$ cat config.mk
export PLATFORM = sky130hd
export DESIGN_NAME = line_fetch_ctrl
export DESIGN_NICKNAME = d
export VERILOG_FILES = /design/src/rtl/line_fetch_pkg.sv /design/src/rtl/line_fetch_ctrl.sv
export SDC_FILE = /design/constraint.sdc
export NUM_CORES = 1
export LEC_CHECK = 0
export ABC_AREA = 1
export CORE_MARGIN = 4
export CORE_UTILIZATION = 55
export DETAILED_ROUTE_END_ITERATION = 10
export GPL_ROUTABILITY_DRIVEN = 0
export PLACE_DENSITY = 0.92
export SETUP_SLACK_MARGIN = 0.15
export SYNTH_ARGS = -nofsm -noshare
export SYNTH_HDL_FRONTEND = slang
export SYNTH_SLANG_ARGS = --single-unit
$ cat constraint.sdc
create_clock -name clk_pix -period 2.9 [get_ports clk_pix]
set_input_delay 0.435 -clock clk_pix [delete_from_list [all_inputs] [get_ports clk_pix]]
set_output_delay 0.435 -clock clk_pix [all_outputs]
set_load 0.005 [all_outputs]
$ cat src/rtl/line_fetch_pkg.sv
// ----------------------------------------------------------------------------
// line_fetch_pkg
// Shared constants and types for the scan-line fetch controller.
//   H_ACTIVE      first horizontal position after the active pixels (fetch trigger)
//   LINE_END      last horizontal position of a line (fetch deadline)
//   V_ACTIVE_END  last active line of the 640x480 frame
//   SCREEN_END    last line of the frame including vertical blanking
//   WORDS_PER_LINE_DEF / BURST_LEN_DEF  default geometry for line_fetch_ctrl
//   fetch_state_t controller state encoding
// ----------------------------------------------------------------------------
package line_fetch_pkg;

    localparam int H_ACTIVE           = 640;
    localparam int LINE_END           = 799;
    localparam int V_ACTIVE_END       = 479;
    localparam int SCREEN_END         = 524;

    localparam int WORDS_PER_LINE_DEF = 160;
    localparam int BURST_LEN_DEF      = 16;

    typedef enum logic [1:0] {
        IDLE      = 2'd0,
        REQ       = 2'd1,
        WAIT_DATA = 2'd2
    } fetch_state_t;

endpackage

$ cat src/rtl/line_fetch_ctrl.sv
// ----------------------------------------------------------------------------
// line_fetch_ctrl
// Fetches the next visible scan line from the framebuffer into one bank of a
// ping-pong line buffer. At sx==640 of a line whose successor is active, the
// controller issues WORDS_PER_LINE/BURST_LEN read bursts, one outstanding at a
// time, and writes each returned word into the line buffer.
//
// Ports
//   clk_pix    in   pixel clock (only clock)
//   rst_n      in   asynchronous active-low reset
//   sx, sy     in   timing-generator position (0..799, 0..524)
//   fb_base    in   framebuffer base word address, sampled at frame start
//   req_valid  out  burst read request valid
//   req_ready  in   memory accepts request
//   req_addr   out  burst start word address
//   rd_valid   in   one returned data word this cycle
//   lb_we      out  line-buffer write enable (same cycle as rd_valid)
//   lb_waddr   out  line-buffer word index
//   lb_bank    out  ping-pong bank, bit 0 of the target line
//   busy       out  controller not idle
//   underrun   out  sticky fetch-deadline miss
//
// Build option
//   LINE_FETCH_UNDERRUN_EN  when defined, a fetch still running at sx==799
//                           sets underrun and stops after the current burst.
//                           When undefined, underrun is 0 and every fetch
//                           runs to completion.
// ----------------------------------------------------------------------------
module line_fetch_ctrl
    import line_fetch_pkg::*;
#(
    parameter int ADDR_W         = 24,
    parameter int WORDS_PER_LINE = WORDS_PER_LINE_DEF,
    parameter int BURST_LEN      = BURST_LEN_DEF
) (
    input  logic              clk_pix,
    input  logic              rst_n,
    input  logic [9:0]        sx,
    input  logic [9:0]        sy,
    input  logic [ADDR_W-1:0] fb_base,
    output logic              req_valid,
    input  logic              req_ready,
    output logic [ADDR_W-1:0] req_addr,
    input  logic              rd_valid,
    output logic              lb_we,
    output logic [7:0]        lb_waddr,
    output logic              lb_bank,
    output logic              busy,
    output logic              underrun
);

    localparam int NUM_BURSTS = WORDS_PER_LINE / BURST_LEN;
    localparam int BW         = (NUM_BURSTS > 1) ? $clog2(NUM_BURSTS) : 1;
    localparam int BTW        = (BURST_LEN > 1) ? $clog2(BURST_LEN) : 1;

    fetch_state_t      state;
    logic [BW-1:0]     burst;
    logic [BTW-1:0]    beat;
    logic [ADDR_W-1:0] base_q;

    logic              trigger;
    logic [9:0]        next_target;
    logic [ADDR_W-1:0] trig_base;
    logic [ADDR_W-1:0] trig_addr;
    logic              beat_last;
    logic              burst_last;
    logic              stop_fetch;

    // The line after 524 wraps to line 0; lines 479..523 have no active successor.
    assign next_target = (sy == 10'(SCREEN_END)) ? 10'd0 : (sy + 10'd1);
    assign trigger     = (state == IDLE) && (sx == 10'(H_ACTIVE)) &&
                         ((sy < 10'(V_ACTIVE_END)) || (sy == 10'(SCREEN_END)));

    // The frame-start fetch uses the live fb_base because it is latched in the
    // same cycle; every other line uses the value held for the frame.
    assign trig_base   = (next_target == 10'd0) ? fb_base : base_q;
    assign trig_addr   = trig_base + (ADDR_W'(next_target) * ADDR_W'(WORDS_PER_LINE));

    assign beat_last   = (beat == BTW'(BURST_LEN - 1));
    assign burst_last  = (burst == BW'(NUM_BURSTS - 1));

    assign lb_we       = (state == WAIT_DATA) && rd_valid;
    assign busy        = (state != IDLE);

`ifdef LINE_FETCH_UNDERRUN_EN
    logic deadline;
    logic underrun_q;
    logic abort_q;

    assign deadline   = (sx == 10'(LINE_END)) && (state != IDLE);
    // Include the deadline cycle itself so a burst ending exactly at sx==799
    // does not launch another one.
    assign stop_fetch = abort_q || deadline;
    assign underrun   = underrun_q;

    always_ff @(posedge clk_pix or negedge rst_n) begin
        if (!rst_n) begin
            underrun_q <= 1'b0;
            abort_q    <= 1'b0;
        end else if (deadline) begin
            underrun_q <= 1'b1;
            abort_q    <= 1'b1;
        end else if (trigger) begin
            abort_q    <= 1'b0;
        end
    end
`else
    assign stop_fetch = 1'b0;
    assign underrun   = 1'b0;
`endif

    always_ff @(posedge clk_pix or negedge rst_n) begin
        if (!rst_n) begin
            state     <= IDLE;
            burst     <= '0;
            beat      <= '0;
            base_q    <= '0;
            req_valid <= 1'b0;
            req_addr  <= '0;
            lb_waddr  <= '0;
            lb_bank   <= 1'b0;
        end else begin
            case (state)
                IDLE: begin
                    if (trigger) begin
                        burst     <= '0;
                        beat      <= '0;
                        lb_waddr  <= '0;
                        lb_bank   <= next_target[0];
                        if (next_target == 10'd0) begin
                            base_q <= fb_base;
                        end
                        req_addr  <= trig_addr;
                        req_valid <= 1'b1;
                        state     <= REQ;
                    end
                end

                REQ: begin
                    if (req_ready) begin
                        req_valid <= 1'b0;
                        state     <= WAIT_DATA;
                    end
                end

                WAIT_DATA: begin
                    if (rd_valid) begin
                        lb_waddr <= lb_waddr + 8'd1;
                        if (beat_last) begin
                            beat <= '0;
                            if (burst_last || stop_fetch) begin
                                state <= IDLE;
                            end else begin
                                // Bursts are contiguous, so the next start
                                // address is one burst further on.
                                burst     <= burst + BW'(1);
                                req_addr  <= req_addr + ADDR_W'(BURST_LEN);
                                req_valid <= 1'b1;
                                state     <= REQ;
                            end
                        end else begin
                            beat <= beat + BTW'(1);
                        end
                    end
                end

                default: begin
                    state     <= IDLE;
                    req_valid <= 1'b0;
                end
            endcase
        end
    end

endmodule

==> impl_metrics.toml, run 1 <==
[yosys]
synth-seq-cells = 68
synth_most_common_cell = "nand2_1"
muxShareOfSynthArea_pct = 0.188
synth_compound_area_share_pct = 14.7
synthAdderAreaFrac_pct = 9.00
netlist_top_cells_area = "dfrtp_1, nand2_1, ha_1"
yosysWarnings = 0
synth_sequential_area_ratio_pct = 32.0
syn_inst = 741
synthXorXnorAreaFrac_pct = 3.63
synth_top_family_by_area = "simple AND/OR/NAND/NOR gates"
synthTopCellsByCount = "nand2_1, inv_1, dfrtp_1, nor2_1, o21ai_0"
synthesis.nets = 826
ys_types = 47
synth_edf_count = 0
avgSynthCellArea_um2 = 7.17
async_reset_ff_share_pct = 100
yosys.area_share.simple_pct = 31.4
synth_largest_area_cell = "dfrtp_1"
synth.top_cell.area_share_pct = 32.0
synthFlopType = "dfrtp_1"
synthesis.area_um2 = 5310

[placed_design]
io_buffers = 83
dp_hpwl_mm = 13.1
pre_cts_slack_ns = -2.12

[sta]
worst_path_end_type = "register input"
timing.grt.repair.worst_endpoint = "req_addr[20]$_DFFE_PN0P_/D"

[cts]
cts_buffers = 9
cts_root_buf = "clkbuf_8"
cts_sinks = 68
max-clock-path-buffers = 2
cts_max_level = 3
hold_buffers = 0

[floorplan]
die_h_um = 106
row_count = 35
dieWidth_um = 106
ios = 85
start_util_pct = 57.0

[outcome]
firstError = "[ERROR GRT-0232] Routing congestion too high. Check the congestion heatmap in the GUI."
failing_step = "global routing (5_1_grt)"
status = "stopped before the end"

[grt]
grt_start_max_net_pins = 42
grt_overflow_total = 4
grtUsageTotal_pct = 65.7
stage by stage:
step                      hold slack [ns]  cells  setup TNS [ns]  area, µm²
after global placement              0.460   1042          -26.04       7340
after floorplan                     0.139    741           -8.29       5610
after CTS                           0.124   1089          -10.91       8170
after detailed placement            0.465   1042          -34.38       7340
kinds of logic after synthesis:
family | Yosys count
buf+inv | 117
compound gates | 137
other cells | 1
xor+xnor | 22
fa+ha+maj | 37
mux | 1
simple gates | 358
flops | 68
routing by layer:
metal / overflow / track usage (%)
met3: 0 / 52.1
met5: 0 / 9.05
met1: 0 / 64.9
met4: 2 / 63.9
met2: 2 / 83.0
repair_timing:
action / CTS
pin swaps: 70
hold endpoints to repair: 0
setup buffers: 31
endpoints found under the setup margin: 27
gates resized for setup: 130
cloned: 0
==> inputs of run 2 (changes only) <==
--- a/config.mk
+++ b/config.mk
@@ -7,11 +7,10 @@
 export LEC_CHECK = 0
 export ABC_AREA = 1
 export CORE_MARGIN = 4
-export CORE_UTILIZATION = 55
+export CORE_UTILIZATION = 40
 export DETAILED_ROUTE_END_ITERATION = 10
 export GPL_ROUTABILITY_DRIVEN = 0
-export PLACE_DENSITY = 0.92
-export SETUP_SLACK_MARGIN = 0.15
+export PLACE_DENSITY_LB_ADDON = 0.15
 export SYNTH_ARGS = -nofsm -noshare
 export SYNTH_HDL_FRONTEND = slang
 export SYNTH_SLANG_ARGS = --single-unit
==> impl_metrics.toml, run 2 <==
[sta]
worst_pin_slew_ns = 0.942
hold_slack_ns = 0.225
fin_worst_skew_ns = 0.00599
maxSlewViolCount = 0
setup_viol = 18
hold_viol = 0
max_freq_mhz = 257
fin_setup_tns_ns = -11.93
fin_crit_ns = 3.89
relSlewSlack_pct = 37.2
grt_setup_unrepaired = "true"
fin_ws_ns = -0.993
fin_crit_sh_pct = 134

[yosys]
avgSynthCellArea_um2 = 7.17
synth_sequential_area_ratio_pct = 32.0
muxShareOfSynthArea_pct = 0.188
synth.top_cell.area_share_pct = 32.0
synthAdderAreaFrac_pct = 9.00
yosysWarnings = 0
synth-seq-cells = 68
synthTopCellsByCount = "nand2_1, inv_1, dfrtp_1, nor2_1, o21ai_0"
synth_top_family_by_area = "simple AND/OR/NAND/NOR gates"
syn_inst = 741
synthesis.area_um2 = 5310
synth_largest_area_cell = "dfrtp_1"
netlist_top_cells_area = "dfrtp_1, nand2_1, ha_1"
synthFlopType = "dfrtp_1"
synth_edf_count = 0
synth_most_common_cell = "nand2_1"
synthesis.nets = 826
synth_compound_area_share_pct = 14.7
synthXorXnorAreaFrac_pct = 3.63
async_reset_ff_share_pct = 100
yosys.area_share.simple_pct = 31.4
ys_types = 47

[placed_design]
dp_hpwl_mm = 11.7
pre_cts_slack_ns = -1.84
io_buffers = 83

[cts]
cts_tree = "done"
cts_root_buf = "clkbuf_16"
cts_max_level = 3
clk_transition_reported_paths_ns = 0.06
cts_buffers = 9
insertion_delay_ns = 0.35
cts_sinks = 68
max-clock-path-buffers = 2

[routing]
wl_per_cell_um = 14.2
wl_mm = 16.2
met1_length_mm = 7.23
dr_wl_met2_mm = 8.06
initialDrtViolationCount = 253
dr_wl_met3_um = 569
first_pass_iters = 5
routed_via_density = 5.02
ant_nets = 0
top_layer = "met4"
drc_errors = 0
vias = 5733

[layout]
final_common_cell = "nand2_1"
final_cell_mix = "nand2_1, buf_4, inv_1, clkdlybuf4s50_1, dfrtp_1"
top_regs = "base_q: 24 flops, req_addr: 24 flops, lb_waddr: 8 flops"
antennaDiodeCount = 0
nFillCells = 1062
final_util_pct = 65.9
drive_above_1_share_pct = 33.4
nets = 1050
synthToLayoutAreaGrowth_pct = 59.0

[critical_path]
cp_data_required_time_ns = 3.18
worstPathMaxFanout = 6
worstSetupStartpointType = "input port"
cp.arrival_ns = 4.17
path_class = "input port to flop"
cp_top_family = "simple AND/OR/NAND/NOR gates"
max_stage_delay_ns = 0.34
crit_buf_inv = 8
crit_slowest_cell = "ha_1"
crit_top_cell = "nand2_1"
end_kind = "flop"

[min_path]
worstHoldPathType = "input port to async pin"

[grt]
grt_first_pass_wirelength_mm = 25.9
grt_start_max_net_pins = 39
grt_overflow_total = 0
grtUsageTotal_pct = 21.3
antenna_found_initial = 0
grt_pass1_vias = 5560

[outcome]
status = "finished, violations left"
violations = "negative setup slack"

[pwr]
intPower_mw = 3.08
power_leakage_nw = 4.09
p_per_area_nw_per_um2 = 592
switching_share_pct = 38.4
p_comb_share_pct = 50.1
ir_drop_v = 0.000346
power.share.sequential_pct = 29.2
p_total_mw = 5.00
p_switching_mw = 1.92
clkPwrFrac_pct = 20.7

[floorplan]
ios = 85
row_count = 41
dieArea_um2 = 15200
coreArea_um2 = 12800
dieWidth_um = 123
die_h_um = 123
start_util_pct = 41.4

[run]
cap_violations = 0
==> run 2: cell counts after synthesis <==
No cell type changed its count.
==> run 2: cells by family after synthesis <==
logic type | after synthesis
AO/OA/AOI/OAI | 137
buffers and inverters | 117
AND/OR/NAND/NOR | 358
other | 1
flip-flops | 68
adder cells (fa/ha/maj) | 37
multiplexers | 1
XOR/XNOR | 22
==> run 2: worst paths after layout <==
check,end,from,slack [ns],depth (start not counted)
min in group clk_pix,lb_bank$_DFFE_PN0P_,lb_bank$_DFFE_PN0P_,0.49,2
setup reg to reg,req_addr[15]$_DFFE_PN0P_,base_q[5]$_DFFE_PN0P_,0.35,17
max in group asynchronous,beat[3]$_DFFE_PN0P_,rst_n,1.92,2
setup / recovery,req_addr[23]$_DFFE_PN0P_,sy[0],-0.99,33
hold / removal,base_q[7]$_DFFE_PN0P_,rst_n,0.23,1
hold reg to reg,lb_bank$_DFFE_PN0P_,lb_bank$_DFFE_PN0P_,0.49,2
==> run 2: repair_timing <==
action,4_1_cts,5_1_grt
pin swaps,58,59
setup endpoints to repair,19,18
hold buffers,0,0
setup buffers,11,18
resized for setup,65,72
hold endpoints to repair,0,0
==> run 2: per-layer routing <==
| layer | up-vias | track usage (%) |
|---|---|---|
| met5 | - | 0 |
| met4 | 0 | 8.24 |
| met3 | 28 | 3.89 |
| met2 | 111 | 35.8 |
| met1 | 2704 | 27.3 |
| li1 | 2890 | - |
==> run 2: power groups by stage <==
stage | sequential, mW | clock (mW) | combinational (mW)
final | 1.46 | 1.04 | 2.51
after global routing | 1.50 | 1.10 | 2.77
after floorplan | 1.42 | 0 | 1.23
after detailed placement | 1.47 | 0 | 2.24
after global placement | 1.46 | 0 | 2.20
after CTS | 1.46 | 1.06 | 2.33
==> run 2: per-stage QoR <==
step,area (µm²),std cells
floorplan,5610,741
global placement,7520,1100
detailed placement,7520,1100
CTS,8030,1127
global route,8450,1142
finish,8450,1142
==> run 2: area by class of cell <==
class                           instances  area [µm²]  area share, %
Clock inverter                          4        25.0          0.296
Clock buffer                           12         246           2.92
Inverter                               97         398           4.71
Timing Repair Buffer                  233        2070           24.6
Tap cell                              172         215           2.55
Sequential cell                        68        1700           20.1
Multi-Input combinational cell        556        3790           44.8
Power figures use the tool's default switching activity.
==> inputs of run 3 (changes only) <==
--- a/config.mk
+++ b/config.mk
@@ -6,7 +6,7 @@
 export NUM_CORES = 1
 export LEC_CHECK = 0
 export ABC_AREA = 1
-export CORE_MARGIN = 4
+export CORE_MARGIN = 5
 export CORE_UTILIZATION = 40
 export DETAILED_ROUTE_END_ITERATION = 10
 export GPL_ROUTABILITY_DRIVEN = 0
==> impl_metrics.toml, run 3 (synthesis gave the netlist of run 2 again) <==
[outcome]
status = "finished, violations left"
violations = "negative setup slack"

[layout]
antennaDiodeCount = 0
nets = 1049
stdcell_count = 1145
drive_above_1_share_pct = 33.2
top_regs = "base_q: 24 flops, req_addr: 24 flops, lb_waddr: 8 flops"
final_cell_mix = "nand2_1, buf_4, inv_1, clkdlybuf4s50_1, dfrtp_1"
final_common_cell = "nand2_1"
final_util_pct = 63.9
synthToLayoutAreaGrowth_pct = 58.0

[routing]
dr_wl_met2_mm = 7.67
wl_mm = 15.7
initialDrtViolationCount = 320
vias = 5657
routed_via_density = 4.94
met1_length_mm = 7.13
ant_nets = 0
top_layer = "met4"
wl_per_cell_um = 13.7
first_pass_iters = 5
drc_errors = 0
dr_wl_met3_um = 540

[floorplan]
ios = 85
row_count = 42
coreArea_um2 = 13100
die_h_um = 125
start_util_pct = 40.4
dieWidth_um = 125
dieArea_um2 = 15700

[critical_path]
max_stage_delay_ns = 0.35
crit_slowest_cell = "fa_2"
cp.arrival_ns = 4.10
worstSetupStartpointType = "input port"
worstPathMaxFanout = 6
cp_data_required_time_ns = 3.18
crit_top_cell = "nand3_2"
end_kind = "flop"
path_class = "input port to flop"

[placed_design]
pre_cts_slack_ns = -1.88
placed_cells = 1105
dp_hpwl_mm = 11.9
io_buffers = 83

[cts]
max-clock-path-buffers = 2
clk_transition_reported_paths_ns = 0.07
cts_sinks = 68
insertion_delay_ns = 0.35
hold_buffers = 0
cts_tree = "done"
cts_buffers = 9
cts_max_level = 3
cts_root_buf = "clkbuf_16"

[pwr]
power_leakage_nw = 4.09
switching_share_pct = 38.1
intPower_mw = 3.15
ir_drop_v = 0.000319
p_comb_share_pct = 48.9
p_per_area_nw_per_um2 = 606
p_switching_mw = 1.94
clkPwrFrac_pct = 22.6
power.share.sequential_pct = 28.6

[min_path]
worstHoldPathType = "input port to async pin"

[grt]
grtUsageTotal_pct = 20.1
grt_first_pass_wirelength_mm = 26.3
antenna_found_initial = 0
grt_start_max_net_pins = 69
grt_overflow_total = 0
grt_pass1_vias = 5726

[sta]
worst_pin_slew_ns = 0.903
maxSlewViolCount = 0
fin_ws_ns = -0.918
relSlewSlack_pct = 39.8
max_freq_mhz = 262
fin_setup_tns_ns = -10.70
setup_viol = 18
hold_viol = 0
fin_crit_ns = 3.82
fin_crit_sh_pct = 132
fin_worst_skew_ns = 0.0106
grt_setup_unrepaired = "true"

[run]
cap_violations = 0
run 3: cell count changes in the layout (fill, tap and decap cells not counted), sizes merged:
cell / before / now
bufinv: 0 / 1
clkbuf: 14 / 9
buf: 153 / 152
clkdlybuf4s15: 0 / 3
dlygate4sd2: 6 / 5
inv: 97 / 100
clkinvlp: 2 / 1
run 3: metrics by stage:
stage / hold slack [ns] / total power, mW / instance area, µm²
floorplan: 0.139 / 2.65 / 5610
finish: 0.298 / 5.08 / 8390
global route: 0.396 / 5.44 / 8390
CTS: 0.344 / 5.06 / 8290
global placement: 0.461 / 3.68 / 7520
detailed placement: 0.471 / 3.75 / 7520
run 3: power by group through the flow:
stage / sequential [mW] / clock, mW / combinational [mW]
finish: 1.45 / 1.15 / 2.48
global route: 1.49 / 1.21 / 2.74
CTS: 1.45 / 1.17 / 2.44
detailed placement: 1.46 / 0 / 2.28
global placement: 1.45 / 0 / 2.23
floorplan: 1.42 / 0 / 1.23
run 3: worst max-delay path: cells and delay by family:
family / cells / cell delay, ns
buffers and inverters: 5 / 0.39
adders and majority gates: 5 / 1.21
xor gates and xnor gates: 1 / 0.08
AOI/OAI and AO/OA: 4 / 0.48
and+or+nand+nor: 18 / 1.52
run 3: layout make-up:
| cell class | instances | area [µm²] |
|---|---|---|
| Inverter | 97 | 398 |
| Timing Repair Buffer | 232 | 2030 |
| Fill cell | 1119 | 4750 |
| Clock inverter | 7 | 81.3 |
| Clock buffer | 9 | 225 |
| Sequential cell | 68 | 1700 |
| Tap cell | 176 | 220 |
| Multi-Input combinational cell | 556 | 3730 |
run 3: routing by layer:
metal  global-route usage, %  up-vias
met3                    4.26       23
li1                        -     2876
met1                    25.2     2637
met5                       0        -
met2                    34.2      121
met4                    7.46        0
run 3: worst paths after layout:
check | start | to | slack (ns) | cells past startpoint
hold / removal | rst_n | req_addr[6]$_DFFE_PN0P_ | 0.30 | 2
min in group clk_pix | req_addr[2]$_DFFE_PN0P_ | req_addr[2]$_DFFE_PN0P_ | 0.48 | 2
setup reg to reg | req_addr[4]$_DFFE_PN0P_ | req_addr[22]$_DFFE_PN0P_ | 0.46 | 15
setup / recovery | sy[0] | req_addr[21]$_DFFE_PN0P_ | -0.92 | 33
max in group asynchronous | rst_n | base_q[3]$_DFFE_PN0P_ | 2.01 | 2
hold reg to reg | req_addr[2]$_DFFE_PN0P_ | req_addr[2]$_DFFE_PN0P_ | 0.48 | 2
run 3: repair_timing:
item                                    4_1_cts  5_1_grt
resized for setup                           101       20
pin swaps                                    61       13
setup buffers                                23        2
endpoints found under the hold margin         0        0
gates cloned                                  0        0
endpoints found under the setup margin       18       18
==> inputs of run 4 (changes only) <==
--- a/config.mk
+++ b/config.mk
@@ -6,6 +6,7 @@
 export NUM_CORES = 1
 export LEC_CHECK = 0
 export ABC_AREA = 1
+export CAP_MARGIN = 20
 export CORE_MARGIN = 5
 export CORE_UTILIZATION = 40
 export DETAILED_ROUTE_END_ITERATION = 10
==> results of run 4 <==
No change in the layout: final DEF, timing and power equal those of run 3.
